<file path="config.mk">
export PLATFORM = sky130hd
export DESIGN_NAME = rbm_sample_driver
export DESIGN_NICKNAME = d
export VERILOG_FILES = /design/src/rtl/rbm_sample_driver_pkg.sv /design/src/rtl/rbm_sample_driver_argmax.sv /design/src/rtl/rbm_sample_driver.sv
export SDC_FILE = /design/constraint.sdc
export NUM_CORES = 1
export LEC_CHECK = 0
export ABC_AREA = 1
export BUFFER_PORTS_ARGS = -buffer_cell sky130_fd_sc_hd__buf_2
export CAP_MARGIN = 15
export CORE_UTILIZATION = 40
export CTS_CLUSTER_DIAMETER = 50
export DETAILED_ROUTE_END_ITERATION = 6
export PLACE_DENSITY = 0.8
export SLEW_MARGIN = 20
export SYNTH_ARGS = -nofsm -noshare
export SYNTH_HDL_FRONTEND = slang
export SYNTH_HIERARCHICAL = 1
export SYNTH_SLANG_ARGS = --single-unit
</file>
<file path="constraint.sdc">
create_clock -name clock -period 4.3 [get_ports clock]
set_clock_uncertainty 0.2 [all_clocks]
set_input_delay 1.075 -clock clock [delete_from_list [all_inputs] [get_ports clock]]
set_output_delay 1.075 -clock clock [all_outputs]
set_load 0.02 [all_outputs]
</file>
<file path="src/rtl/rbm_sample_driver_pkg.sv">
// Shared types for the RBM sample driver: controller states and a width helper.
// Latency: none (declarations only).
// Backpressure: not applicable.
package rbm_sample_driver_pkg;

  // Controller phases for streaming one sample into the inference core
  typedef enum logic [2:0] {
    S_IDLE    = 3'd0,
    S_CRST    = 3'd1,
    S_PRESENT = 3'd2,
    S_CAPTURE = 3'd3,
    S_NEXT    = 3'd4,
    S_DONE    = 3'd5
  } state_t;

  // Index width for n items, never narrower than one bit
  function automatic int idx_w(input int n);
    return (n > 1) ? $clog2(n) : 1;
  endfunction

endpackage

</file>
<file path="src/rtl/rbm_sample_driver_argmax.sv">
// Argmax over a flat packed vector of signed elements; ties go to the lowest index.
// Latency: purely combinational.
// Backpressure: none.
module rbm_sample_driver_argmax #(
  parameter int bitlength  = 12,
  parameter int output_dim = 2,
  parameter int IW         = 1
) (
  input  logic [output_dim*bitlength-1:0] i_vec,
  output logic [IW-1:0]                   o_idx
);

  logic signed [bitlength-1:0] w_best_val;
  logic [IW-1:0]               w_best_idx;

  // Strict greater-than keeps the earliest index on ties; saturated values compare as plain numbers
  always_comb begin
    w_best_val = $signed(i_vec[bitlength-1:0]);
    w_best_idx = '0;
    for (int i = 1; i < output_dim; i++) begin
      if ($signed(i_vec[i*bitlength +: bitlength]) > w_best_val) begin
        w_best_val = $signed(i_vec[i*bitlength +: bitlength]);
        w_best_idx = IW'(i);
      end
    end
  end

  assign o_idx = w_best_idx;

endmodule

</file>
<file path="src/rtl/rbm_sample_driver.sv">
// Streams ROM samples into the RBM core, waits for finish, emits argmax class per sample.
// Latency: start->data_valid 1+reset_cycles; core_finish->result_valid 1; result->next data_valid reset_cycles+2.
// Backpressure: none; the core's level finish flag paces the run, bounded by timeout_cycles.
module rbm_sample_driver
  import rbm_sample_driver_pkg::*;
#(
  parameter int bitlength      = 12,
  parameter int input_dim      = 15,
  parameter int output_dim     = 2,
  parameter int sample_num     = 16,
  parameter int reset_cycles   = 2,
  parameter int timeout_cycles = 1000000,
  // Sample ROM image, sample k at [k*input_dim*bitlength +: input_dim*bitlength];
  // supplied as a parameter so the block needs no time-zero file load
  parameter logic [sample_num*input_dim*bitlength-1:0] sample_rom = '0
) (
  input  logic                                clock,
  input  logic                                reset,
  input  logic                                start,
  output logic                                core_reset,
  output logic                                data_valid,
  output logic [input_dim*bitlength-1:0]      InputData,
  input  logic [output_dim*bitlength-1:0]     OutputData,
  input  logic                                core_finish,
  output logic                                result_valid,
  output logic [idx_w(output_dim)-1:0]        result_class,
  output logic [idx_w(sample_num)-1:0]        result_index,
  output logic                                busy,
  output logic                                done,
  output logic                                timeout_error
);

  localparam int SW  = input_dim * bitlength;
  localparam int CW  = idx_w(output_dim);
  localparam int PW  = idx_w(sample_num);
  localparam int RCW = idx_w(reset_cycles);
  localparam int TW  = idx_w(timeout_cycles);

  state_t          r_state;
  state_t          w_next;
  logic [PW-1:0]   r_ptr;
  logic [RCW-1:0]  r_rcnt;
  logic [TW-1:0]   r_wcnt;
  logic [SW-1:0]   r_input;
  logic [CW-1:0]   r_class;
  logic [PW-1:0]   r_index;
  logic            r_timeout;

  logic [CW-1:0]   w_argmax;
  logic [PW-1:0]   w_ptr_inc;
  logic [SW-1:0]   w_rom_nxt;
  logic            w_start_ok;
  logic            w_crst_last;
  logic            w_finish_hit;
  logic            w_timeout_hit;
  logic            w_ptr_last;

  rbm_sample_driver_argmax #(
    .bitlength  (bitlength),
    .output_dim (output_dim),
    .IW         (CW)
  ) u_argmax (
    .i_vec (OutputData),
    .o_idx (w_argmax)
  );

  assign w_start_ok    = start && (r_state == S_IDLE || r_state == S_DONE);
  assign w_crst_last   = (r_rcnt == RCW'(reset_cycles - 1));
  // The first PRESENT cycle can still see a finish left over from before the core reset
  assign w_finish_hit  = (r_state == S_PRESENT) && core_finish && (r_wcnt != '0);
  assign w_timeout_hit = (r_state == S_PRESENT) && !w_finish_hit && (r_wcnt == TW'(timeout_cycles - 1));
  assign w_ptr_last    = (r_ptr == PW'(sample_num - 1));
  assign w_ptr_inc     = r_ptr + 1'b1;
  assign w_rom_nxt     = sample_rom[int'(w_ptr_inc)*SW +: SW];

  // State register
  always_ff @(posedge clock) begin
    if (reset) r_state <= S_IDLE;
    else       r_state <= w_next;
  end

  // Next-state selection
  always_comb begin
    w_next = r_state;
    case (r_state)
      S_IDLE:    if (start) w_next = S_CRST;
      S_CRST:    if (w_crst_last) w_next = S_PRESENT;
      S_PRESENT: if (w_finish_hit || w_timeout_hit) w_next = S_CAPTURE;
      S_CAPTURE: w_next = S_NEXT;
      S_NEXT:    w_next = w_ptr_last ? S_DONE : S_CRST;
      S_DONE:    if (start) w_next = S_CRST;
      default:   w_next = S_IDLE;
    endcase
  end

  // Counters, sample pointer, presented sample and captured result
  always_ff @(posedge clock) begin
    if (reset) begin
      r_ptr     <= '0;
      r_rcnt    <= '0;
      r_wcnt    <= '0;
      r_input   <= '0;
      r_class   <= '0;
      r_index   <= '0;
      r_timeout <= 1'b0;
    end else begin
      r_rcnt <= (r_state == S_CRST && !w_crst_last) ? r_rcnt + 1'b1 : '0;
      r_wcnt <= (r_state == S_PRESENT) ? r_wcnt + 1'b1 : '0;
      if (w_start_ok) begin
        r_ptr     <= '0;
        r_input   <= sample_rom[SW-1:0];
        r_timeout <= 1'b0;
      end
      if (r_state == S_NEXT && !w_ptr_last) begin
        r_ptr   <= w_ptr_inc;
        r_input <= w_rom_nxt;
      end
      if (w_finish_hit) begin
        r_class <= w_argmax;
        r_index <= r_ptr;
      end
      if (w_timeout_hit) begin
        r_class   <= '0;
        r_index   <= r_ptr;
        r_timeout <= 1'b1;
      end
    end
  end

  // Outputs decoded from state; the core is released only while a sample is presented or captured
  always_comb begin
    core_reset   = !(r_state == S_PRESENT || r_state == S_CAPTURE);
    data_valid   = (r_state == S_PRESENT);
    result_valid = (r_state == S_CAPTURE);
    busy         = !(r_state == S_IDLE || r_state == S_DONE);
    done         = (r_state == S_DONE);
  end

  assign InputData     = r_input;
  assign result_class  = r_class;
  assign result_index  = r_index;
  assign timeout_error = r_timeout;

endmodule

</file>
==> results of run 1 <==
-- through the flow --
stage,power (mW),cells,hold WS (ns),utilization [%]
6_report,1.06,642,0.265,38.5
3_3_place_gp,0.774,634,0.244,37.2
5_1_grt,1.14,642,0.303,38.5
2_1_floorplan,0.824,672,0.230,-
3_5_place_dp,0.776,634,0.247,37.2
4_1_cts,1.07,642,0.266,38.5
-- routing by layer --
metal | vias up | GRT usage (%)
met3 | 7 | 2.42
met5 | - | 0
met1 | 1077 | 13.8
met2 | 100 | 21.5
li1 | 1258 | -
met4 | 0 | 5.68
-- final cells by class --
class	count	area [sq um]
timing repair buffer	38	190
multi-input combinational	401	1870
clock inverter	3	40.0
clock buffer	5	68.8
inverter	56	210
tap	105	131
sequential	34	681
fill	870	5100
-- power by group --
| part | total [mW] | internal (mW) | switching (mW) | leakage (nW) |
|---|---|---|---|---|
| clock network | 0.296 | 0.171 | 0.125 | 0.0579 |
| logic | 0.414 | 0.0966 | 0.318 | 1.39 |
| registers | 0.354 | 0.335 | 0.0189 | 0.275 |
| total | 1.06 | 0.603 | 0.462 | 1.72 |
-- how the worst max path moves through the flow --
stage	end	cells past startpoint
after floorplan	core_reset	4
after detailed placement	result_class	11
final	core_reset	6
after global placement	result_class	11
after global routing	core_reset	5
after CTS	core_reset	5
-- registers in the layout (all words and copies together), names as in the netlist --
| register | flops |
|---|---|
| r_ptr | 4 |
| r_rcnt | 1 |
| r_state | 3 |
| r_wcnt | 20 |
| result_class | 1 |
| result_index | 4 |
| timeout_error | 1 |
-- layout by cell type (no fill, tap or decap), drive strengths merged, types with 2 or more instances in the layout --
master and count:
conb 180, nand2 70, inv 55, nor2 47
buf 38, dfxtp 34, a21oi 25, ha 15
o21ai 15, nand3 15, nor3 11, nand4 7
clkbuf 5, or2 5, clkinv 3, xor2 2
nor4 2, a31oi 2, nor3b 2
-- logic make-up (layout without fill, tap and decap cells) --
| logic type | count (synthesis) | after routing | synth area share [%] |
|---|---|---|---|
| xor gates and xnor gates | 3 | 3 | 0.762 |
| DFF | 34 | 34 | 19.7 |
| buffers and inverters | 237 | 102 | 45.4 |
| other | 1 | 180 | 0.109 |
| adders and majority gates | 15 | 15 | 5.44 |
| and+or+nand+nor | 160 | 160 | 22.2 |
| AOI/OAI and AO/OA | 43 | 43 | 6.38 |
==> results.yml, run 1 <==
status:
  status: "completed"
setup_path:
  worst_ep_arrival_time_ns: 1.56
  startpoint_type: "flip-flop"
  cp-startpoint: "r_state[2]"
  crit_buf_inv: 3
  slowest_stage: "dfxtp_1"
  required_ns: 3.02
  r2r_end: "result_index[0]"
  rr_startpoint: "r_wcnt[0]"
  path_cells: "nor2_2, nand2_2, inv_1, or2_2, inv_1, buf_2"
  critPathKind: "reg2out"
  slowest_delay_ns: 0.41
  r2r_slack_ns: 2.46
  crit_family: "simple AND/OR/NAND/NOR gates"
  worst_r2r_path_depth: 10
  endpoint_kind: "primary output"
  crit_top_cell: "inv_1"
  path_max_fanout: 5
cts:
  cts_buffers: 5
  cts_root_buf: "clkbuf_8"
  cts_tree: "done"
  ctsHoldBuffers: 0
  clkSinkCount: 34
  post_cts_buffers: 0
  insertion_delay_ns: 0.30
  clockBufferDepth: 2
  cts.clk_slew.worst_paths_ns: 0.08
  htreeDepth: 2
  post_cts_resized: 0
yosys:
  synth.distinct_cells: 32
  synth_edf_count: 0
  synth-async-reset-ratio_pct: 0
  yosysSeqAreaShare_pct: 19.7
  yosys_warnings: 6
  synth_area_leader_cell: "buf_4"
  synth_area_sq_mm: 0.00345
  synth_common_cells: "buf_4, nand2_1, inv_1, nor2_1, dfxtp_1"
  syn_inst: 493
  ys_ff_latch: 34
  yosys-top-cells-area: "buf_4, dfxtp_1, nand2_1, inv_1, ha_1"
  yosysMostFrequentCell: "buf_4"
  synthDominantCellAreaShare_pct: 39.2
  synth_area_per_cell_sq_um: 7.00
  ys.flop_type: "dfxtp_1"
route:
  top_layer: "met4"
  met3WireLength_microns: 247
  antenna_left: 0
  drt-met1-wl_microns: 2180
  wl_per_cell_microns: 8.38
  post-route-drc-count: 0
  wl_microns: 5380
  first_pass_iters: 4
  drtIter0Drc: 69
  viasPerCell: 3.80
  vias: 2442
  wl_met2_microns: 2820
placed_design:
  placed_area_sq_mm: 0.00309
  dpl.hpwl_microns: 4520
  place_ws_ns: 1.65
  gp_congestion: 0.834
  portBuffers: 38
sta:
  fmax_ghz: 0.353
  fin_crit_ns: 2.83
  finalHoldViolCount: 0
  maxSlewViolCount: 0
  finalCritPeriodShare_pct: 65.9
  rsz0062_at_grt: "no"
  setup_ws_ns: 1.47
  tns_ns: 0
  setup_violations: 0
floorplanning:
  initial_core_util_pct: 41.6
  die_y_microns: 94.9
  pin_count: 219
  rows: 33
  core_sq_mm: 0.00830
  die_area_sq_mm: 0.00900
  die_w_microns: 94.9
cells_and_area:
  fin_area_sq_mm: 0.00320
  num_antenna_cells: 0
  drive_gt1_share_pct: 12.5
  nNetsFinal: 579
  synthToLayoutAreaGrowth_pct: -7.36
hold_path:
  hold_class: "reg2reg"
  holdPathStages: 1
  min_from: "r_wcnt[0]"
  whs_endpoint: "r_wcnt[0]"
pwr:
  p_leak_nw: 1.72
  p_per_area_mw_per_mm2: 333
  vdd_ir_drop_max_uv: 181
global_route:
  grt_remaining_overflow: 0
  grt_pass1_wl_microns: 8390
  antenna_found_initial: 0
  grt_max_degree: 13
  grt_pass1_vias: 1918
  grtUsageTotal_pct: 12.1
run:
  drv_cap: 0
Note: power is estimated with default switching activity, not from simulation.
==> run 2, diff against run 1 <==
--- a/config.mk
+++ b/config.mk
@@ -11,7 +11,7 @@
 export CORE_UTILIZATION = 40
 export CTS_CLUSTER_DIAMETER = 50
 export DETAILED_ROUTE_END_ITERATION = 6
-export PLACE_DENSITY = 0.8
+export PLACE_DENSITY = 0.83
 export SLEW_MARGIN = 20
 export SYNTH_ARGS = -nofsm -noshare
 export SYNTH_HDL_FRONTEND = slang
==> constraint.sdc (replaced) <==
create_clock -name clock -period 2.6 [get_ports clock]
set_clock_uncertainty 0.2 [all_clocks]
set_input_delay 0.65 -clock clock [delete_from_list [all_inputs] [get_ports clock]]
set_output_delay 0.65 -clock clock [all_outputs]
set_load 0.02 [all_outputs]
==> run 2 against run 1 <==
- combinational power is 64% higher
- utilization hardly changed
- power increased by 62%
- sequential share of layout area about the same
- sequential power up 66%
- wire length is 4.7% lower
- die area stayed put
- register-to-register slack worse by 1.7 ns
==> results.yml, run 2 (synthesis gave the netlist of run 1 again) <==
cells_and_area:
  synthToLayoutAreaGrowth_pct: -7.33
  largest_reg_flops: 20
  num_antenna_cells: 0
  seq_area_sq_um: 681
  final_cell_mix: "conb_1, nand2_1, inv_1"
  drive_gt1_share_pct: 12.5
  nNetsFinal: 579
  multi_input_area_sq_mm: 0.00187
  final_common_cell: "conb_1"
  fillers: 899
  top_register: "r_wcnt"
sta:
  setup_ws_ns: 0.228
  holdWs_ns: 0.268
  finalCritPeriodShare_pct: 91.2
  finalHoldViolCount: 0
  fmax_ghz: 0.422
  maxSlewViolCount: 0
  fin_crit_ns: 2.37
  setup_violations: 0
  tns_ns: 0
  rsz0062_at_grt: "no"
setup_path:
  required_ns: 1.75
  critPathKind: "reg2out"
  path_max_fanout: 5
  slowest_delay_ns: 0.42
  crit_buf_inv: 3
  startpoint_type: "flip-flop"
  endpoint_kind: "primary output"
  path_cells: "nor2_2, nand2_2, inv_1, or2_2, inv_1, buf_2"
  rr_startpoint: "r_wcnt[0]"
  crit_family: "simple AND/OR/NAND/NOR gates"
  crit_top_cell: "inv_1"
  slowest_stage: "dfxtp_1"
  cp-startpoint: "r_state[0]"
  worst_ep_arrival_time_ns: 1.52
global_route:
  grt_remaining_overflow: 0
  grt_use_met1_pct: 13.4
  grtUsageTotal_pct: 11.3
  grt_max_degree: 13
  grt_pass1_wl_microns: 8190
  grt_pass1_vias: 1982
  top_usage_layer: "met2"
  grtUsageMet3_pct: 1.93
  antenna_found_initial: 0
  use_met2_pct: 20.9
route:
  drtIter0Drc: 71
  antenna_left: 0
  vias: 2421
  wl_microns: 5130
  viasPerCell: 3.77
  post-route-drc-count: 0
  wl_per_cell_microns: 7.98
  first_pass_iters: 4
pwr:
  p_comb_share_pct: 39.5
  vdd_ir_drop_max_uv: 314
  power.total_mw: 1.72
  pwr-share-seq_pct: 34.1
  p_int_mw: 0.982
  clockPowerShare_pct: 26.4
  p_per_area_mw_per_mm2: 539
  netSwitchingPower_mw: 0.740
  p_leak_nw: 1.72
  sw_frac_of_total_pct: 43.0
cts:
  post_cts_resized: 0
  htreeDepth: 2
  clkSinkCount: 34
  cts_buffers: 5
  clockBufferDepth: 2
  insertion_delay_ns: 0.28
  cts_root_buf: "clkbuf_8"
  ctsHoldBuffers: 0
  cts_tree: "done"
  cts.clk_slew.worst_paths_ns: 0.07
  post_cts_buffers: 0
status:
  status: "completed"
placed_design:
  portBuffers: 38
  dpl.hpwl_microns: 4320
  place_ws_ns: 0.387
  gp_congestion: 0.838
floorplanning:
  pin_count: 219
  core_sq_mm: 0.00830
  rows: 33
  die_y_microns: 94.9
  die_area_sq_mm: 0.00900
  initial_core_util_pct: 41.6
  die_w_microns: 94.9
hold_path:
  min_from: "result_class"
  hold_class: "reg2reg"
run:
  drv_cap: 0
run 2: worst min-delay path: stages (launching register included):
cell,delay (ns)
dfxtp_1,0.32
nand2_1,0.06
a21oi_1,0.05
run 2: worst paths after layout:
kind | end | slack [ns] | cells after the start
setup / recovery | core_reset | 0.23 | 6
hold / removal | result_class | 0.27 | 2
setup reg to reg | r_wcnt[16] | 0.73 | 7
hold reg to reg | result_class | 0.27 | 2
run 2: power groups by stage:
stage / logic [mW] / registers, mW / clock network (mW)
floorplan: 0.770 / 0.593 / 0
global route: 0.780 / 0.592 / 0.481
global placement: 0.670 / 0.598 / 0
CTS: 0.679 / 0.586 / 0.467
detailed placement: 0.676 / 0.598 / 0
finish: 0.681 / 0.587 / 0.455
run 2: per-stage QoR:
step | utilization (%) | instance area, sq um | std cells
floorplan | - | 4120 | 672
global placement | 37.2 | 3090 | 634
detailed placement | 37.2 | 3090 | 634
CTS | 38.5 | 3200 | 642
global route | 38.5 | 3200 | 642
finish | 38.5 | 3200 | 642
run 2: final cells by class:
cell class | count | share of cell area, %
Tap cell | 105 | 4.11
Clock buffer | 8 | 3.44
Inverter | 56 | 6.58
Sequential cell | 34 | 21.3
Multi-Input combinational cell | 401 | 58.6
Timing Repair Buffer | 38 | 5.95
run 2: layer usage:
metal / vias up / routed length (microns)
met5: - / 0
met4: 0 / 17
li1: 1266 / -
met2: 106 / 2690
met3: 2 / 275
met1: 1047 / 2140
